## config.mk

```make
export PLATFORM = sky130hd
export DESIGN_NAME = sram_rw_arbiter
export DESIGN_NICKNAME = d
export VERILOG_FILES = /design/src/rtl/sram_arb_pkg.sv /design/src/rtl/sram_arb_rr.sv /design/src/rtl/sram_rw_arbiter.sv
export SDC_FILE = /design/constraint.sdc
export NUM_CORES = 1
export LEC_CHECK = 0
export ABC_CLOCK_PERIOD_IN_PS = 4000
export BUFFER_PORTS_ARGS = -buffer_cell sky130_fd_sc_hd__buf_4
export CAP_MARGIN = 30
export CORE_AREA = 2 2 528 530
export CTS_CLUSTER_DIAMETER = 200
export DETAILED_ROUTE_END_ITERATION = 8
export DIE_AREA = 0 0 530 532
export PLACE_DENSITY_LB_ADDON = 0.3
export SETUP_SLACK_MARGIN = 0.05
export SLEW_MARGIN = 10
export SYNTH_ARGS = -nofsm -noshare
export SYNTH_HDL_FRONTEND = slang
export SYNTH_SLANG_ARGS = --single-unit
```

## constraint.sdc

```tcl
create_clock -name clock -period 4 [get_ports clock]
set_input_delay 0.2 -clock clock [delete_from_list [all_inputs] [get_ports clock]]
set_output_delay 0.2 -clock clock [all_outputs]
set_load 0.01 [all_outputs]
```

## src/rtl/sram_arb_pkg.sv

```systemverilog
// Shared types and default geometry for the SRAM read/write arbiter.
// Latency: n/a (types only).
// Backpressure: n/a (types only).
package sram_arb_pkg;

  localparam int DEPTH_DEF = 1024;
  localparam int WIDTH_DEF = 328;
  localparam int SEGS_DEF  = 4;

  // Response-path / sweep state of the arbiter.
  typedef enum logic [1:0] {
    INIT = 2'd0,  // post-reset zero-fill sweep
    IDLE = 2'd1,  // no read response outstanding
    RD   = 2'd2,  // response presented straight from the macro
    HOLD = 2'd3   // response presented from the hold register
  } state_t;

  // Which requester won the most recent conflict.
  typedef enum logic {
    READ  = 1'b0,
    WRITE = 1'b1
  } side_t;

endpackage

```

## src/rtl/sram_arb_rr.sv

```systemverilog
// 2-way round-robin picker: on a conflict it grants the side that lost last time.
// Latency: grants are combinational; only rr_last is registered.
// Backpressure: a non-eligible side is never granted; a lone eligible side always is.
// Ports: clock/reset, rd_elig/wr_elig (valid and allowed), rd_gnt/wr_gnt (one-hot or zero).
module sram_arb_rr
  import sram_arb_pkg::*;
(
  input  logic clock,
  input  logic reset,
  input  logic rd_elig,
  input  logic wr_elig,
  output logic rd_gnt,
  output logic wr_gnt
);

  side_t rr_last;
  logic  conflict;

  always_comb begin
    conflict = rd_elig & wr_elig;
    rd_gnt   = rd_elig & (~wr_elig | (rr_last == WRITE));
    wr_gnt   = wr_elig & (~rd_elig | (rr_last == READ));
  end

  // Starts at WRITE so the first conflict after reset goes to the reader.
  always_ff @(posedge clock) begin
    if (reset) begin
      rr_last <= WRITE;
    end else if (conflict) begin
      rr_last <= rd_gnt ? READ : WRITE;
    end
  end

endmodule

```

## src/rtl/sram_rw_arbiter.sv

```systemverilog
// Shares one masked RW SRAM port between a reader and a writer, zero-fills the array after reset.
// Latency: read data one cycle after the read grant; writes issue in the grant cycle.
// Backpressure: a stalled response moves to a hold register and blocks new reads; writes still flow.
// Ports: rd_req_*/rd_resp_* read handshake, wr_req_* write handshake, init_done, sram_* to the macro.
// Optional: define SRAM_ARB_PERF_EN to add perf_rd_cnt / perf_wr_cnt / perf_conflict_cnt.
module sram_rw_arbiter
  import sram_arb_pkg::*;
#(
  parameter  int DEPTH = DEPTH_DEF,
  parameter  int WIDTH = WIDTH_DEF,
  parameter  int SEGS  = SEGS_DEF,
  localparam int AW    = $clog2(DEPTH)
) (
  input  logic             clock,
  input  logic             reset,
  input  logic             rd_req_valid,
  output logic             rd_req_ready,
  input  logic [AW-1:0]    rd_req_addr,
  output logic             rd_resp_valid,
  input  logic             rd_resp_ready,
  output logic [WIDTH-1:0] rd_resp_data,
  input  logic             wr_req_valid,
  output logic             wr_req_ready,
  input  logic [AW-1:0]    wr_req_addr,
  input  logic [SEGS-1:0]  wr_req_mask,
  input  logic [WIDTH-1:0] wr_req_data,
  output logic             init_done,
  output logic             sram_en,
  output logic             sram_wmode,
  output logic [AW-1:0]    sram_addr,
  output logic [SEGS-1:0]  sram_wmask,
  output logic [WIDTH-1:0] sram_wdata,
  input  logic [WIDTH-1:0] sram_rdata
`ifdef SRAM_ARB_PERF_EN
  ,
  output logic [31:0]      perf_rd_cnt,
  output logic [31:0]      perf_wr_cnt,
  output logic [31:0]      perf_conflict_cnt
`endif
);

  state_t           state, state_nxt;
  logic [AW-1:0]    init_cnt;
  logic [WIDTH-1:0] hold_dat;
  logic             rd_elig, wr_elig, rd_gnt, wr_gnt;

  // A new read may issue only if the slot is free or is being drained this cycle.
  // Everything is masked during the reset cycle so nothing reaches the macro.
  assign rd_elig = rd_req_valid & ~reset &
                   ((state == IDLE) | ((state == RD) & rd_resp_ready));
  assign wr_elig = wr_req_valid & ~reset & (state != INIT);

  sram_arb_rr u_rr (
    .clock   (clock),
    .reset   (reset),
    .rd_elig (rd_elig),
    .wr_elig (wr_elig),
    .rd_gnt  (rd_gnt),
    .wr_gnt  (wr_gnt)
  );

  assign rd_req_ready  = rd_gnt;
  assign wr_req_ready  = wr_gnt;
  assign rd_resp_valid = (state == RD) | (state == HOLD);
  assign rd_resp_data  = (state == HOLD) ? hold_dat : sram_rdata;

  always_comb begin
    state_nxt  = state;
    sram_en    = 1'b0;
    sram_wmode = 1'b0;
    sram_addr  = wr_req_addr;
    sram_wmask = wr_req_mask;
    sram_wdata = wr_req_data;

    if (state == INIT) begin
      sram_en    = ~reset;
      sram_wmode = 1'b1;
      sram_addr  = init_cnt;
      sram_wmask = '1;
      sram_wdata = '0;
    end else if (rd_gnt) begin
      sram_en    = 1'b1;
      sram_wmode = 1'b0;
      sram_addr  = rd_req_addr;
    end else if (wr_gnt) begin
      sram_en    = 1'b1;
      sram_wmode = 1'b1;
    end

    case (state)
      INIT:    if (init_cnt == AW'(DEPTH - 1)) state_nxt = IDLE;
      IDLE:    if (rd_gnt) state_nxt = RD;
      RD:      if (rd_resp_ready) state_nxt = rd_gnt ? RD : IDLE;
               else               state_nxt = HOLD;
      HOLD:    if (rd_resp_ready) state_nxt = IDLE;
      default: state_nxt = INIT;
    endcase
  end

  always_ff @(posedge clock) begin
    if (reset) begin
      state     <= INIT;
      init_cnt  <= '0;
      init_done <= 1'b0;
      hold_dat  <= '0;
    end else begin
      state <= state_nxt;
      if (state == INIT) begin
        init_cnt <= init_cnt + AW'(1);
        if (init_cnt == AW'(DEPTH - 1)) init_done <= 1'b1;
      end
      // The macro output is only valid for one cycle; park it when the consumer stalls.
      if ((state == RD) && !rd_resp_ready) hold_dat <= sram_rdata;
    end
  end

`ifdef SRAM_ARB_PERF_EN
  always_ff @(posedge clock) begin
    if (reset) begin
      perf_rd_cnt       <= '0;
      perf_wr_cnt       <= '0;
      perf_conflict_cnt <= '0;
    end else begin
      if (rd_gnt)             perf_rd_cnt       <= perf_rd_cnt + 32'd1;
      if (wr_gnt)             perf_wr_cnt       <= perf_wr_cnt + 32'd1;
      if (rd_elig && wr_elig) perf_conflict_cnt <= perf_conflict_cnt + 32'd1;
    end
  end
`endif

endmodule
```

# Yosys cells after proc, flatten, opt, wreduce, memory -nomap -nowiden
# Index checks and enable logic that the tools add are counted.
# Widths: inputs -> output; s select.
[totals]
register_bits = 342
inputBits = 685
[op_classes]
add_sub_neg = 1
n_eq_ne = 7
mux = 17
bitwise = 16
n_reduce_logical = 6
[ops]
columns = ["cell", "n"]
rows = [
  ["$mux 328", 2],
  ["$mux 10", 2],
  ["$add 10x1->10 const B", 1],
  ["$eq 10x10->1 const B", 1],
  ["$mux 2", 5],
  ["$and 1x1->1", 8],
  ["$pmux 2 s4", 1],
  ["$mux 1", 6],
  ["$eq 2x2->1 const B", 2],
  ["$mux 4", 1],
  ["$ne 2x2->1 const B", 2],
  ["$not 1->1", 4],
  ["$or 1x1->1", 4],
  ["$reduce_and 3->1", 1],
  ["$eq 2x1->1 const B", 1],
  ["$logic_not 2->1", 1],
  ["$ne 2x1->1 const B", 1],
  ["$reduce_and 2->1", 1],
  ["$reduce_bool 2->1", 1],
  ["$logic_and 1x1->1", 1],
  ["$logic_not 1->1", 1],
]

# Depth between registers and ports, before layout
[depth]
depth_word = 10
depth_mapped = 8
mapped_depth_nobuf = 6

# Modules after synthesis
# From an unflattened synthesis, not the netlist that was laid out.
[hier_totals]
cells_unflattened = 2279
area_unflattened_um2 = 18475.2
[by_module_without_submodules]
columns = ["module", "instances", "cells_each", "area_each_um2", "seq_area_each_um2"]
rows = [
  ["sram_rw_arbiter", 1, 2272, 18413.9, 6826.5],
  ["sram_arb_rr", 1, 7, 61.3, 20.0],
]

# Worst setup path after synthesis
# No wires, ideal clock.
[synth_timing]
path_kind = "register to output"
startpoint = "register state[0]"
endpoint = "output port sram_addr[1]"
t_arrival_ps = 1866
setup_slack_ps = 1934
path_stages_with_launch = 9
cell_sequence = "dfxtp_1 -> inv_1 -> ha_1 -> buf_6 -> or3b_4 -> o2111a_1 -> buf_6 -> mux2i_1 -> o21ai_0"
[synth_between]
elab_chain_cells = 7
elab_cells_between_ends = 13
[synth_lines]
columns = ["item", "line", "rtl"]
rows = [
  ["start: declaration", "sram_rw_arbiter.sv:42", "state_t state, state_nxt;"],
  ["start signal: assignment", "sram_rw_arbiter.sv:107", "state <= state_nxt;"],
  ["$eq 2x2->1 or $reduce_bool 2->1 (tied branches)", "sram_rw_arbiter.sv:50, sram_rw_arbiter.sv:51", ""],
  ["$and 1x1->1 (on tied branches)", "sram_rw_arbiter.sv:50, sram_rw_arbiter.sv:51", ""],
  ["$or 1x1->1 or $not 1->1 (tied branches)", "sram_rw_arbiter.sv:50, sram_arb_rr.sv:21", ""],
  ["$and 1x1->1 or $or 1x1->1 (tied branches)", "sram_rw_arbiter.sv:49, sram_arb_rr.sv:21", ""],
  ["$and 1x1->1 *", "sram_arb_rr.sv:21", "rd_gnt = rd_elig & (~wr_elig | (rr_last == WRITE));"],
  ["named net rd_req_ready", "sram_rw_arbiter.sv:17", "output logic rd_req_ready,"],
  ["$mux 10 *", "sram_rw_arbiter.sv:81", "end else if (rd_gnt) begin"],
  ["$mux 10 *", "sram_rw_arbiter.sv:75", "if (state == INIT) begin"],
  ["end: declaration", "sram_rw_arbiter.sv:30", "output logic [AW-1:0] sram_addr,"],
]
# The timed path passes the listed nets; every way through them passes the cells marked *.

# Final worst setup path
[layout_timing]
startpoint = "register state[0]"
endpoint = "output port sram_addr[4]"
[layout_between]
elab_chain_cells = 7
elab_cells_between_ends = 13
[layout_lines]
columns = ["item", "line"]
rows = [
  ["$eq 2x2->1 or $reduce_bool 2->1 (tied branches)", "sram_rw_arbiter.sv:50, sram_rw_arbiter.sv:51"],
  ["$and 1x1->1 (on tied branches)", "sram_rw_arbiter.sv:50, sram_rw_arbiter.sv:51"],
  ["$or 1x1->1 or $not 1->1 (tied branches)", "sram_rw_arbiter.sv:50, sram_arb_rr.sv:21"],
  ["$and 1x1->1 or $or 1x1->1 (tied branches)", "sram_rw_arbiter.sv:49, sram_arb_rr.sv:21"],
  ["$and 1x1->1", "sram_arb_rr.sv:21"],
  ["$mux 10", "sram_rw_arbiter.sv:81"],
  ["$mux 10 *", "sram_rw_arbiter.sv:75"],
]
# Mark *: on every way between the ends. The rest lies on a longest branch, timed or not.

==> impl_metrics.csv <==
group,metric,value,unit
placed_design,finalWeightedCongestion,1.092,
worst_setup_path,cpMostUsedCell,"buf_4",
finish,layout-drive-gt1-share,48.08,%
cts,cts_resized,0,
synth,syn_nets,2970,
worst_setup_path,crit_fanout,8,
worst_setup_path,r2r-start,"state[0]$_SDFFE_PP0P_",
cts,cts_buffer_depth,3,
synth,synth_compound_area_share,9.806,%
drt,firstDrtPassIters,5,
global_route,antenna_found_initial,200,
timing,finalSetupTns,0,ps
hold_path,min_from,"sram_rdata[47]",
timing,setup_slack,748.0,ps
power_and_ir_drop,p_leak,14.92,nW
run_status,outcome,"finished clean",
worst_setup_path,cp_slowest_cell,"o2111a_1",
timing,hold_viol,0,
synth,synth_top_family_by_area,"simple AND/OR/NAND/NOR gates",
global_route,grt_pass1_wl,321.1,mm
synth,synth-edff-count,0,
floorplan,die-area,0.2820,sq mm
timing,skew,41.05,ps
cts,cts_tree,"built",
cts,cts_hold_buf,354,
power_and_ir_drop,vdd_drop_max,0.3440,mV
floorplan,dieHeight,532,um
run,maxCapViolCount,0,
floorplan,initial_core_util,6.626,%
drt,drc_errors,0,
floorplan,core_region_area,0.2758,sq mm
power_and_ir_drop,seq_power_share,26.7,%
synth,synth_top_flop_cell,"dfxtp_1",
drt,wl_per_cell,34.39,um
synth,syn_area,0.01827,sq mm
worst_setup_path,reg2reg_slack,1330,ps
power_and_ir_drop,p_total,12.86,mW
cts,numCtsBuffers,54,
placed_design,placed_cells,7207,
synth,ys_types,37,
placed_design,io_buffers,1360,
hold_path,whs_path_depth,4,
synth,synth_xor_area_share,0.4794,%
synth,synth.area.mux_share,20.90,%
worst_setup_path,worstPathRequired,3800,ps
synth,synth_cells,2280,
drt,drt-total-wl,271.7,mm
synth,ys_seq_elements,342,
power_and_ir_drop,clkPwrFrac,40.5,%
timing,worst_pin_slew,1257,ps
hold_path,holdCritPathClass,"input pin to flop",
drt,routed_via_density,3.170,
timing,drv_slew,0,
worst_setup_path,slowest_delay,410,ps
worst_setup_path,cp-end-kind,"output pin",
floorplan,std_cell_rows,193,
power_and_ir_drop,p_sw,4.702,mW
worst_setup_path,crit_buf_inv,3,
synth,seq_area_frac_synth,37.47,%
global_route,track_usage,18.46,%
worst_setup_path,rr_endpoint,"hold_dat[311]$_SDFFE_PP0P_",
floorplan,die_w,530,um
timing,rsz0062_at_grt,"no",
global_route,grt_overflow,0,
timing,fmax,307.5,MHz
placed_design,place_worst_setup_slack,1497,ps
global_route,grt_max_degree,170,
global_route,grt_pass1_vias,23470,
cts,cts.htree.levels,2,
power_and_ir_drop,power_density,329.2,mW/mm^2
finish,layout.nets,4602,
worst_setup_path,cp.arrival,3050,ps
finish,instances_no_fill,7900,
synth,synth.avg_cell_area,8.014,sq um
drt,vias,25040,
cts,clkTransAtPathRegs,60,ps
synth,synthAdderAreaFrac,0.3424,%
worst_setup_path,path_class,"flop to output pin",
worst_setup_path,cp-start-kind,"flop",
timing,max_slew_margin,16.20,%
power_and_ir_drop,switching_share,36.56,%
floorplan,ios,1361,
worst_setup_path,crit_chain,"inv_1 > ha_1 > and2_1 > o2111a_1 > buf_4 > mux2i_1 > o21ai_0 > buf_4",
cts,cts_root_buffer,"clkbuf_16",
timing,whs,311.5,ps
timing,post-route-period-util,81.30,%
synth,synth_simple_gate_area_share,26.24,%
cts,post_cts_buffers,0,
hold_path,min_to,"hold_dat[47]$_SDFFE_PP0P_",
drt,ant_nets,0,
power_and_ir_drop,comb_power_share,32.8,%
synth,async_flop_share,0,%
worst_setup_path,cp_top_family,"buffers and inverters",
synth,yosys_warnings,0,
placed_design,place_hpwl,239.1,mm
worst_setup_path,ff2ff_path_depth,8,
cts,cts.sinks,342,
timing,setup_violations,0,
finish,syn_to_final_growth,113.8,%
timing,period_needed,3252,ps
power_and_ir_drop,intPower,8.160,mW
drt,first_iter_violations,2026,
cts,clock_latency,690,ps
finish,fillers,31770,
-- area by class of cell --
class                           count  area [sq um]  share of cell area (%)
Timing Repair Buffer             1766         14350                   36.73
Multi-Input combinational cell   1742         10740                   27.49
Sequential cell                   342          6847                   17.52
Tap cell                         3705          4636                   11.87
Clock buffer                       76          1554                   3.978
Antenna cell                      243         608.1                   1.556
Clock inverter                     20         310.3                  0.7942
Inverter                            6         22.52                 0.05765
-- power groups by stage --
stage | clock network [mW] | registers (mW) | logic [mW]
finish | 5.21 | 3.43 | 4.21
global route | 5.55 | 3.43 | 4.31
CTS | 5.47 | 3.43 | 4.24
detailed placement | 0 | 3.51 | 3.85
global placement | 0 | 3.51 | 3.88
floorplan | 0 | 3.50 | 0.954
-- worst reg2reg max path, cell delays in order (launching register included) --
cell and delay [ps]:
dfxtp_1 360, inv_1 150, ha_1 320, nor2b_4 220
buf_12 280, buf_12 440, nand2_1 140, a21oi_1 130
dlygate4sd3_1 550
-- routing by layer --
layer,wire (um),global-route usage (%),vias up
li1,-,-,11050
met1,119100,23.99,12150
met2,120600,28.63,1444
met3,22820,5.664,335
met4,8695,6.239,70
met5,465,0,-
-- sequential cells by signal (all words and copies together), names as in the netlist --
| register | flops |
|---|---|
| hold_dat | 328 |
| u_rr.rr_last | 1 |
| init_done | 1 |
| state | 2 |
| init_cnt | 10 |
-- cells in the final DEF, fill, tap and decap left out, types with 2 or more instances in the layout --
master	Yosys	layout
o2111a_1	2	2
nand4_1	4	4
buf_4	0	1395
nand2_1	671	671
mux2_2	328	328
dfxtp_1	342	342
clkbuf_1	88	10
o21ai_0	6	6
xnor2_1	4	4
a21oi_1	331	331
inv_6	0	2
clkbuf_8	0	12
o21ai_1	5	5
ha_4	0	2
clkinv_4	0	3
clkbuf_16	0	54
bufinv_16	0	6
ha_1	5	3
dlygate4sd3_1	0	354
clkinv_2	0	6
mux2i_1	11	11
inv_16	0	2
buf_12	0	16
or2_2	6	6
nor2_1	14	14
nor2b_1	331	272
nor2b_2	0	58
diode_2	0	243
inv_1	6	6
xor2_1	6	6
and3_1	2	2
-- worst max-delay path by stage --
| stage | from | to | cells past startpoint |
|---|---|---|---|
| after floorplan | state[0]$_SDFFE_PP0P_ | sram_addr[1] | 8 |
| after global placement | state[0]$_SDFFE_PP0P_ | sram_wdata[265] | 5 |
| after detailed placement | state[0]$_SDFFE_PP0P_ | sram_addr[4] | 8 |
| after CTS | state[0]$_SDFFE_PP0P_ | sram_addr[4] | 8 |
| after global routing | state[0]$_SDFFE_PP0P_ | sram_addr[4] | 8 |
| final | state[0]$_SDFFE_PP0P_ | sram_addr[4] | 8 |
-- Yosys cell counts, drive strengths merged (2+ instances only) --
library cell | number | area share, %
and3 | 3 | 0.13
or2 | 6 | 0.21
o2111a | 2 | 0.12
ha | 5 | 0.34
inv | 6 | 0.12
nand4 | 4 | 0.14
xnor2 | 4 | 0.19
mux2 | 329 | 20
o21ai | 11 | 0.30
xor2 | 6 | 0.29
a21oi | 331 | 9.1
buf | 102 | 2.8
mux2i | 11 | 0.60
nand2 | 671 | 14
clkbuf | 88 | 1.8
dfxtp | 342 | 37
nor2b | 331 | 11
nor2 | 14 | 0.29
-- kinds of logic after synthesis --
kind of cell,Yosys count
simple gates,1037
compound gates,350
flops,342
mux,340
buf+inv,196
xor+xnor,10
fa+ha+maj,5
-- per-stage QoR --
stage / cell area, sq um / utilization, %
CTS: 38460 / 13.95
global placement: 33050 / 11.99
detailed placement: 33050 / 11.99
global route: 38800 / 14.07
floorplan: 18270 / -
finish: 39070 / 14.17
No activity file was read; power rests on OpenSTA's default activity.
